$ cat config.mk
export PLATFORM = sky130hd
export DESIGN_NAME = lcd_bus_reader
export DESIGN_NICKNAME = d
export VERILOG_FILES = /design/src/rtl/lcd_bus_reader.sv
export SDC_FILE = /design/constraint.sdc
export NUM_CORES = 1
export LEC_CHECK = 0
export BUFFER_PORTS_ARGS = -buffer_cell sky130_fd_sc_hd__buf_4
export CAP_MARGIN = 10
export CORE_ASPECT_RATIO = 1.1
export CORE_UTILIZATION = 39
export DETAILED_ROUTE_END_ITERATION = 8
export PLACE_DENSITY_LB_ADDON = 0.05
export SLEW_MARGIN = 0
export SYNTH_ARGS = -nofsm -noshare
export SYNTH_HDL_FRONTEND = slang
export SYNTH_SLANG_ARGS = --single-unit
$ cat constraint.sdc
create_clock -name mclk -period 2.7 [get_ports mclk]
set_input_delay 0.135 -clock mclk [delete_from_list [all_inputs] [get_ports mclk]]
set_output_delay 0.135 -clock mclk [all_outputs]
set_load 0.02 [all_outputs]
$ cat src/rtl/lcd_bus_reader.sv
// HD44780-style LCD read-cycle engine: status/data reads with optional busy-flag polling.
// Define LCD_READ_4BIT_EN for the 4-bit interface (two E pulses per byte).
module lcd_bus_reader #(
  parameter int unsigned MFREQ_KHZ       = 1,
  parameter int unsigned SETUP_CYC       = 2,
  parameter int unsigned E_HIGH_CYC      = 4,
  parameter int unsigned HOLD_CYC        = 2,
  parameter logic [15:0] POLL_TIMEOUT_MS = 16'd10
) (
  input  logic       mclk,
  input  logic       rst,
  input  logic       req,
  input  logic       rd_data_sel,
  input  logic       poll_bf,
  input  logic [7:0] DB_in,
  output logic       ready,
  output logic       done,
  output logic       timeout,
  output logic [7:0] rd_data,
  output logic       busy_flag,
  output logic [6:0] addr_cnt,
  output logic       bus_own,
  output logic       E,
  output logic       RS,
  output logic       RW
);

  localparam int unsigned PH_W  = 16;
  localparam int unsigned CLK_W = (MFREQ_KHZ > 1) ? $clog2(MFREQ_KHZ) : 1;
  localparam int unsigned MS_W  = 16;

  typedef enum logic [2:0] {
    IDLE  = 3'd0,
    SETUP = 3'd1,
    EHIGH = 3'd2,
    HOLD  = 3'd3,
    FIN   = 3'd4
  } state_t;

  state_t           state;
  logic [PH_W-1:0]  ph_cnt;
  logic [CLK_W-1:0] clk_cnt;
  logic [MS_W-1:0]  ms_cnt;
  logic             sel_q;
  logic             poll_q;

  logic             ph_last_setup;
  logic             ph_last_ehigh;
  logic             ph_last_hold;
  logic             timed_out;
  logic [7:0]       cap_byte;

  assign ph_last_setup = (ph_cnt == PH_W'(SETUP_CYC - 1));
  assign ph_last_ehigh = (ph_cnt == PH_W'(E_HIGH_CYC - 1));
  assign ph_last_hold  = (ph_cnt == PH_W'(HOLD_CYC - 1));
  assign timed_out     = (ms_cnt >= POLL_TIMEOUT_MS);

`ifdef LCD_READ_4BIT_EN
  logic       nib_q;
  logic [3:0] hi_nib;
  assign cap_byte = {hi_nib, DB_in[7:4]};
`else
  assign cap_byte = DB_in;
`endif

  always_ff @(posedge mclk) begin
    if (rst) begin
      state     <= IDLE;
      ph_cnt    <= '0;
      clk_cnt   <= '0;
      ms_cnt    <= '0;
      sel_q     <= 1'b0;
      poll_q    <= 1'b0;
      ready     <= 1'b1;
      done      <= 1'b0;
      timeout   <= 1'b0;
      rd_data   <= '0;
      busy_flag <= 1'b0;
      addr_cnt  <= '0;
      bus_own   <= 1'b0;
      E         <= 1'b0;
      RS        <= 1'b0;
      RW        <= 1'b0;
`ifdef LCD_READ_4BIT_EN
      nib_q     <= 1'b0;
      hi_nib    <= '0;
`endif
    end else begin
      done    <= 1'b0;
      timeout <= 1'b0;

      // Poll timeout clock: only advances while a polling read is in flight
      if (poll_q && (state != IDLE)) begin
        if (clk_cnt == CLK_W'(MFREQ_KHZ - 1)) begin
          clk_cnt <= '0;
          if (ms_cnt != 16'hFFFF) ms_cnt <= ms_cnt + 16'd1;
        end else begin
          clk_cnt <= clk_cnt + CLK_W'(1);
        end
      end

      case (state)
        IDLE: begin
          ready   <= 1'b1;
          bus_own <= 1'b0;
          E       <= 1'b0;
          RW      <= 1'b0;
          if (req) begin
            sel_q   <= rd_data_sel;
            poll_q  <= poll_bf & ~rd_data_sel;
            clk_cnt <= '0;
            ms_cnt  <= '0;
            ph_cnt  <= '0;
            ready   <= 1'b0;
            bus_own <= 1'b1;
            RW      <= 1'b1;
            RS      <= rd_data_sel;
`ifdef LCD_READ_4BIT_EN
            nib_q   <= 1'b0;
`endif
            state   <= SETUP;
          end
        end

        SETUP: begin
          if (ph_last_setup) begin
            ph_cnt <= '0;
            E      <= 1'b1;
            state  <= EHIGH;
          end else begin
            ph_cnt <= ph_cnt + PH_W'(1);
          end
        end

        EHIGH: begin
          if (ph_last_ehigh) begin
            ph_cnt <= '0;
            E      <= 1'b0;
            state  <= HOLD;
`ifdef LCD_READ_4BIT_EN
            if (!nib_q) begin
              hi_nib <= DB_in[7:4];
            end else begin
              rd_data <= cap_byte;
              if (!sel_q) begin
                busy_flag <= cap_byte[7];
                addr_cnt  <= cap_byte[6:0];
              end
            end
`else
            rd_data <= cap_byte;
            if (!sel_q) begin
              busy_flag <= cap_byte[7];
              addr_cnt  <= cap_byte[6:0];
            end
`endif
          end else begin
            ph_cnt <= ph_cnt + PH_W'(1);
          end
        end

        HOLD: begin
          if (ph_last_hold) begin
            ph_cnt <= '0;
`ifdef LCD_READ_4BIT_EN
            if (!nib_q) begin
              // Second nibble pulse follows directly, no new setup phase
              nib_q <= 1'b1;
              E     <= 1'b1;
              state <= EHIGH;
            end else
`endif
            if (poll_q && busy_flag && !timed_out) begin
`ifdef LCD_READ_4BIT_EN
              nib_q <= 1'b0;
`endif
              state <= SETUP;
            end else begin
              done    <= 1'b1;
              timeout <= poll_q & busy_flag & timed_out;
              bus_own <= 1'b0;
              RW      <= 1'b0;
              E       <= 1'b0;
              state   <= FIN;
            end
          end else begin
            ph_cnt <= ph_cnt + PH_W'(1);
          end
        end

        FIN: begin
          ready <= 1'b1;
          state <= IDLE;
        end

        default: begin
          ready   <= 1'b1;
          bus_own <= 1'b0;
          E       <= 1'b0;
          RW      <= 1'b0;
          state   <= IDLE;
        end
      endcase
    end
  end

endmodule

# Word-level counts from Yosys, hierarchy flattened
# Index checks and enable logic that the tools add are counted.
# W data, S select, Z words.
# word_totals
reg_bits	59
latchBits	0
mem_bits_rw	0
mem_bits_ro	0
input_bits	13
word_cells	87
memories	0
# op_classes
addsub	3
n_mul	0
n_div	0
order_cmp	1
n_eq_ne	12
n_shift	0
mux	29
bitwise	9
n_reduce_logical	19
# op_table
cell	n
$mux W16	8
$pmux W16 S3	1
$add A16 B1 Y16 const B	2
$eq A16 B1 Y1 const B	1
$eq A16 B2 Y1 const B	1
$ge A16 B4 Y1 const B	1
$ne A16 B16 Y1 const B	1
$mux W3	5
$pmux W3 S4	1
$mux W1	11
$ne A2 B2 Y1 const B	5
$reduce_or A3 Y1	3
$eq A3 B2 Y1 const B	2
$not A1 Y1	6
$reduce_and A2 Y1	3
$reduce_and A3 Y1	2
$reduce_bool A3 Y1	2
$reduce_and A5 Y1	1
$pmux W1 S4	1
$reduce_and A4 Y1	1
$reduce_or A4 Y1	1
$and A1 B1 Y1	3
$eq A3 B1 Y1 const B	1
$eq A3 B3 Y1 const B	1
other kinds (7)	9

# Longest topological paths before layout
# logic_depth
depth_word	6
ltp_mapped	8
ltp_nobuf	7

# Worst setup path before layout
# No wires, ideal clock.
# synth_path
path_kind	reg-to-reg
start	reg ph_cnt[0]
end	reg addr_cnt[5]
t_arrival_ns	1.725
required_time_ns	2.572
setup_slack_ns	0.847
stages_incl_launch_ff	7
path_cell_list	dfxtp_1 > ha_1 > nor3b_1 > nand4_4 > nor3_4 > mux2i_1 > nor2_1
# synth_between
elab_chain_len	2
# synth_rtl
element	line_no	rtl
from (decl)	41	logic [PH_W-1:0] ph_cnt;
from (signal assigned)	131	ph_cnt <= ph_cnt + PH_W'(1);
from (signal assigned)	158	ph_cnt <= ph_cnt + PH_W'(1);
from (signal assigned)	187	ph_cnt <= ph_cnt + PH_W'(1);
$eq A16 B2 Y1	54	assign ph_last_ehigh = (ph_cnt == PH_W'(E_HIGH_CYC - 1));
$reduce_and A3 Y1 (no source line)	--	
to (signal assigned)	154	addr_cnt <= cap_byte[6:0];
to (decl)	21	output logic [6:0] addr_cnt,
# Every way passes these cells.
# A chain may end at the register's enable or synchronous reset.

# Final worst setup path
# layout_path
start	reg ph_cnt[1]
end	reg ph_cnt[14]
# layout_between
elab_chain_len	3
elab_cells_between_ends	6
cone_classes	add/sub: 1; eq/ne: 2; mux: 3
# layout_rtl
element	line_no	rtl
$add A16 B1 Y16 (tied with other cells)	131, 158, 187	
$mux W16 (on tied branches)	126, 163, 136	
$pmux W16 S3 (*)	102	case (state)
# Mark *: on every way between the ends. The rest lies on a longest branch, timed or not.

==> flow_summary.html <==
<table>
<tr><th>Metric</th><th>Value</th></tr>
<tr><th colspan="2">Yosys</th></tr>
<tr><td>Top area cells in the synthesized netlist</td><td>dfxtp_1, mux2i_1, nor2_1, nand2_1, xnor2_1</td></tr>
<tr><td>EDFF count, synth</td><td>0</td></tr>
<tr><td>Predominant post-synthesis flop cell</td><td>dfxtp_1</td></tr>
<tr><td>Post-synth top area share</td><td>41.0%</td></tr>
<tr><td>FF+latch count, synth</td><td>59</td></tr>
<tr><td>Proportion of register bits with asynchronous set or reset after synthesis</td><td>0%</td></tr>
<tr><td>Fraction of the yosys area taken by sequential cells</td><td>41.0%</td></tr>
<tr><td>Cell area after synthesis</td><td>2880 um2</td></tr>
<tr><td>Total nets after synthesis</td><td>336</td></tr>
<tr><td>Yosys top cell by area</td><td>dfxtp_1</td></tr>
<tr><td>Number of distinct library cells after synthesis</td><td>55</td></tr>
<tr><td>Instance count of the mapped netlist</td><td>319</td></tr>
<tr><td>Synthesis Warnings</td><td>0</td></tr>
<tr><td>Post-Syn Area per Cell</td><td>9.02 um2</td></tr>
<tr><th colspan="2">Floorplanning</th></tr>
<tr><td>Starting Density</td><td>40.6%</td></tr>
<tr><td>Floorplan die height</td><td>92.1 um</td></tr>
<tr><td>IO Pins</td><td>36</td></tr>
<tr><td>Number of core rows</td><td>32</td></tr>
<tr><td>Chip Width</td><td>83.9 um</td></tr>
<tr><td>Die Area</td><td>7730 um2</td></tr>
<tr><td>Core area</td><td>7090 um2</td></tr>
<tr><th colspan="2">STA</th></tr>
<tr><td>Normalized max-slew margin</td><td>42.3%</td></tr>
<tr><td>RSZ-0062 raised after global routing</td><td>no</td></tr>
<tr><td>Slew of the pin with the lowest slew margin</td><td>0.862 ns</td></tr>
<tr><td>Minimum period implied by the final worst setup slack</td><td>2.13 ns</td></tr>
<tr><td>Final hold violations</td><td>0</td></tr>
<tr><td>Fmax achieved</td><td>470 MHz</td></tr>
<tr><td>Max-slew violation total from the final report</td><td>0</td></tr>
<tr><td>Final worst-path cycle share</td><td>78.8%</td></tr>
<tr><td>Hold slack final</td><td>0.0514 ns</td></tr>
<tr><td>Endpoints failing setup</td><td>0</td></tr>
<tr><td>Final setup skew</td><td>0.00887 ns</td></tr>
<tr><td>Setup total negative slack</td><td>0 ns</td></tr>
<tr><th colspan="2">Run status</th></tr>
<tr><td>Status</td><td>finished, final reports clean</td></tr>
<tr><th colspan="2">Power and ir drop</th></tr>
<tr><td>Cell area power density</td><td>553 nW/um2</td></tr>
<tr><td>Worst voltage drop across the vdd grid</td><td>0.269 mV</td></tr>
<tr><td>Static leakage power</td><td>1.18 nW</td></tr>
<tr><th colspan="2">CTS</th></tr>
<tr><td>Root buffer selected by CTS</td><td>clkbuf_8</td></tr>
<tr><td>Post-CTS setup buffer count</td><td>0</td></tr>
<tr><td>TritonCTS clock tree</td><td>done</td></tr>
<tr><td>TritonCTS Buffers</td><td>9</td></tr>
<tr><td>Clock network latency to the later pin of the worst-skew pair</td><td>0.33 ns</td></tr>
<tr><td>Count of clock tree sinks</td><td>59</td></tr>
<tr><td>Number of H-tree levels</td><td>3</td></tr>
<tr><td>Clk pin slew, worst setup/hold paths</td><td>0.07 ns</td></tr>
<tr><td>Hold_buf cts</td><td>0</td></tr>
<tr><td>Number of cells upsized or downsized after cts</td><td>0</td></tr>
<tr><td>Clock tree buffer depth</td><td>2</td></tr>
<tr><th colspan="2">Setup path</th></tr>
<tr><td>Maximum fanout along the worst path</td><td>12</td></tr>
<tr><td>Req. time, crit path</td><td>2.96 ns</td></tr>
<tr><td>Crit end category</td><td>register</td></tr>
<tr><td>Critical path arrival</td><td>2.39 ns</td></tr>
<tr><td>Worst setup path category</td><td>reg2reg</td></tr>
<tr><td>Category of the worst setup path launch point</td><td>register</td></tr>
<tr><th colspan="2">Drt</th></tr>
<tr><td>Final wirelength</td><td>6270 um</td></tr>
<tr><td>DR pass1 iterations</td><td>4</td></tr>
<tr><td>Initial DRC count</td><td>69</td></tr>
<tr><td>Vias</td><td>2360</td></tr>
<tr><td>DRC Markers</td><td>0</td></tr>
<tr><td>Average wire per cell in the routed design</td><td>14.2 um</td></tr>
<tr><td>Remaining number of nets flagged by the antenna check after routing</td><td>0</td></tr>
<tr><td>Vias per std cell</td><td>5.34</td></tr>
<tr><th colspan="2">Global route</th></tr>
<tr><td>Residual overflow from global routing</td><td>0</td></tr>
<tr><td>Largest net degree at the start of global routing</td><td>30</td></tr>
<tr><td>First-pass GRT wire length</td><td>10600 um</td></tr>
<tr><td>Number of antenna violations at the first check in global routing</td><td>0</td></tr>
<tr><td>Total global-route track usage</td><td>17.2%</td></tr>
<tr><td>Vias in the first global route</td><td>2211</td></tr>
<tr><th colspan="2">Cells and area</th></tr>
<tr><td>Final #Nets</td><td>369</td></tr>
<tr><td>Area delta synth-&gt;final</td><td>17.3%</td></tr>
<tr><td># diodes</td><td>0</td></tr>
<tr><td>Layout Utilization</td><td>47.7%</td></tr>
<tr><td>Share of layout cells above drive strength 1</td><td>19.6%</td></tr>
<tr><th colspan="2">Placement</th></tr>
<tr><td>HPWL reported at the end of detailed placement</td><td>4430 um</td></tr>
<tr><td>Gpl congestion</td><td>0.807</td></tr>
<tr><td>Port bufs</td><td>35</td></tr>
<tr><th colspan="2">Worst hold path</th></tr>
<tr><td>Type of the tightest min-delay check</td><td>in2reg</td></tr>
<tr><th colspan="2">Run</th></tr>
<tr><td>Maximum capacitance violations</td><td>0</td></tr>
</table>
==> flip-flops by register name (all words and copies together) (netlist names), 3 cells and up <==
signal,cells
ms_cnt,16
ph_cnt,16
rd_data,8
addr_cnt,7
state,3
==> final timing paths <==
path	slack (ns)	end	from	depth (start not counted)
worst max-delay path	0.57	ph_cnt[14]$_SDFFE_PP0P_	ph_cnt[1]$_SDFFE_PP0P_	7
worst min-delay path	0.05	addr_cnt[6]$_SDFFE_PP0P_	DB_in[6]	3
worst max register to register	0.57	ph_cnt[14]$_SDFFE_PP0P_	ph_cnt[1]$_SDFFE_PP0P_	7
worst min register to register	0.49	clk_cnt$_SDFF_PP0_	clk_cnt$_SDFF_PP0_	2
==> metrics by stage <==
stage                     std cells  area [um2]  total power [W]  setup slack [ns]
after detailed placement        426        3180          0.00110             0.565
final                           442        3380          0.00187             0.572
after global placement          426        3180          0.00110             0.590
after CTS                       442        3380          0.00190             0.541
after floorplan                 319        2880          0.00105             0.847
after global routing            442        3380          0.00197             0.334
==> where the power goes <==
group          switching [W]  internal, W
clock               0.000342     0.000447
sequential         0.0000247     0.000887
combinational       0.000104    0.0000637
==> area by class of cell <==
cell class	count	area, um2
multi-input combinational	241	1610
inverter	6	22.5
fill	695	3710
clock inverter	5	52.6
sequential	59	1180
tap	85	106
clock buffer	11	141
timing repair buffer	35	263
==> layer usage <==
metal	GRT usage, %	wire length (um)	part of all wire, %	vias up
met5	0	0	0	-
met3	3.69	156	2.5	7
met2	27.2	2990	48	28
li1	-	-	-	1208
met4	6.47	85	1.4	0
met1	23.0	3050	49	1117
==> logic make-up after synthesis <==
logic type / after synthesis / synth area share [%]
AOI/OAI and AO/OA: 50 / 12.4
and+or+nand+nor: 151 / 30.0
xor gates and xnor gates: 18 / 5.48
buffers and inverters: 19 / 3.00
muxes: 18 / 6.26
adders and majority gates: 4 / 1.74
DFF: 59 / 41.0
==> critical path, stage by stage (launching register included) <==
cell	delay (ns)
dfxtp_1	0.39
inv_1	0.06
ha_1	0.17
nor3b_1	0.13
nand4_1	0.15
nor3b_2	0.73
o21ai_0	0.24
a31oi_1	0.19
==> placed cells by master, fill, tap and decap left out, types with 2 or more instances in the layout <==
master and n:
dfxtp_1 59, nor2_1 48, buf_4 35, nand2_1 27
mux2i_1 18, a21oi_1 15, nor3_1 11, nand3_1 11
xnor2_1 10, clkbuf_8 10, xor2_1 8, nand4_1 7
inv_1 6, a211oi_1 6, o22ai_1 6, and2_1 5
nor4_1 5, nand3b_1 4, nor3b_1 4, o21ai_0 4
a31oi_1 4, and3_1 4, ha_1 4, nor4_4 3
o21a_1 3, clkinv_2 3, nor4_2 2, and4_1 2
o31ai_4 2, and4_2 2, or3_1 2
==> cell usage after synthesis, drive strengths merged, types with 2 or more instances <==
library cell,n
nand4,8
nor2b,2
nand3b,4
nand2,27
o31ai,3
nor3b,5
nor2,50
nor3,13
buf,8
o21a,3
xor2,8
a21oi,15
a211oi,6
and3,4
ha,4
inv,6
nand3,11
a31oi,4
and4,4
dfxtp,59
o22ai,6
or2,2
nor4,10
or3,3
mux2i,18
o21ai,4
clkbuf,5
xnor2,10
and2,5
Note: power is estimated with default switching activity, not from simulation.
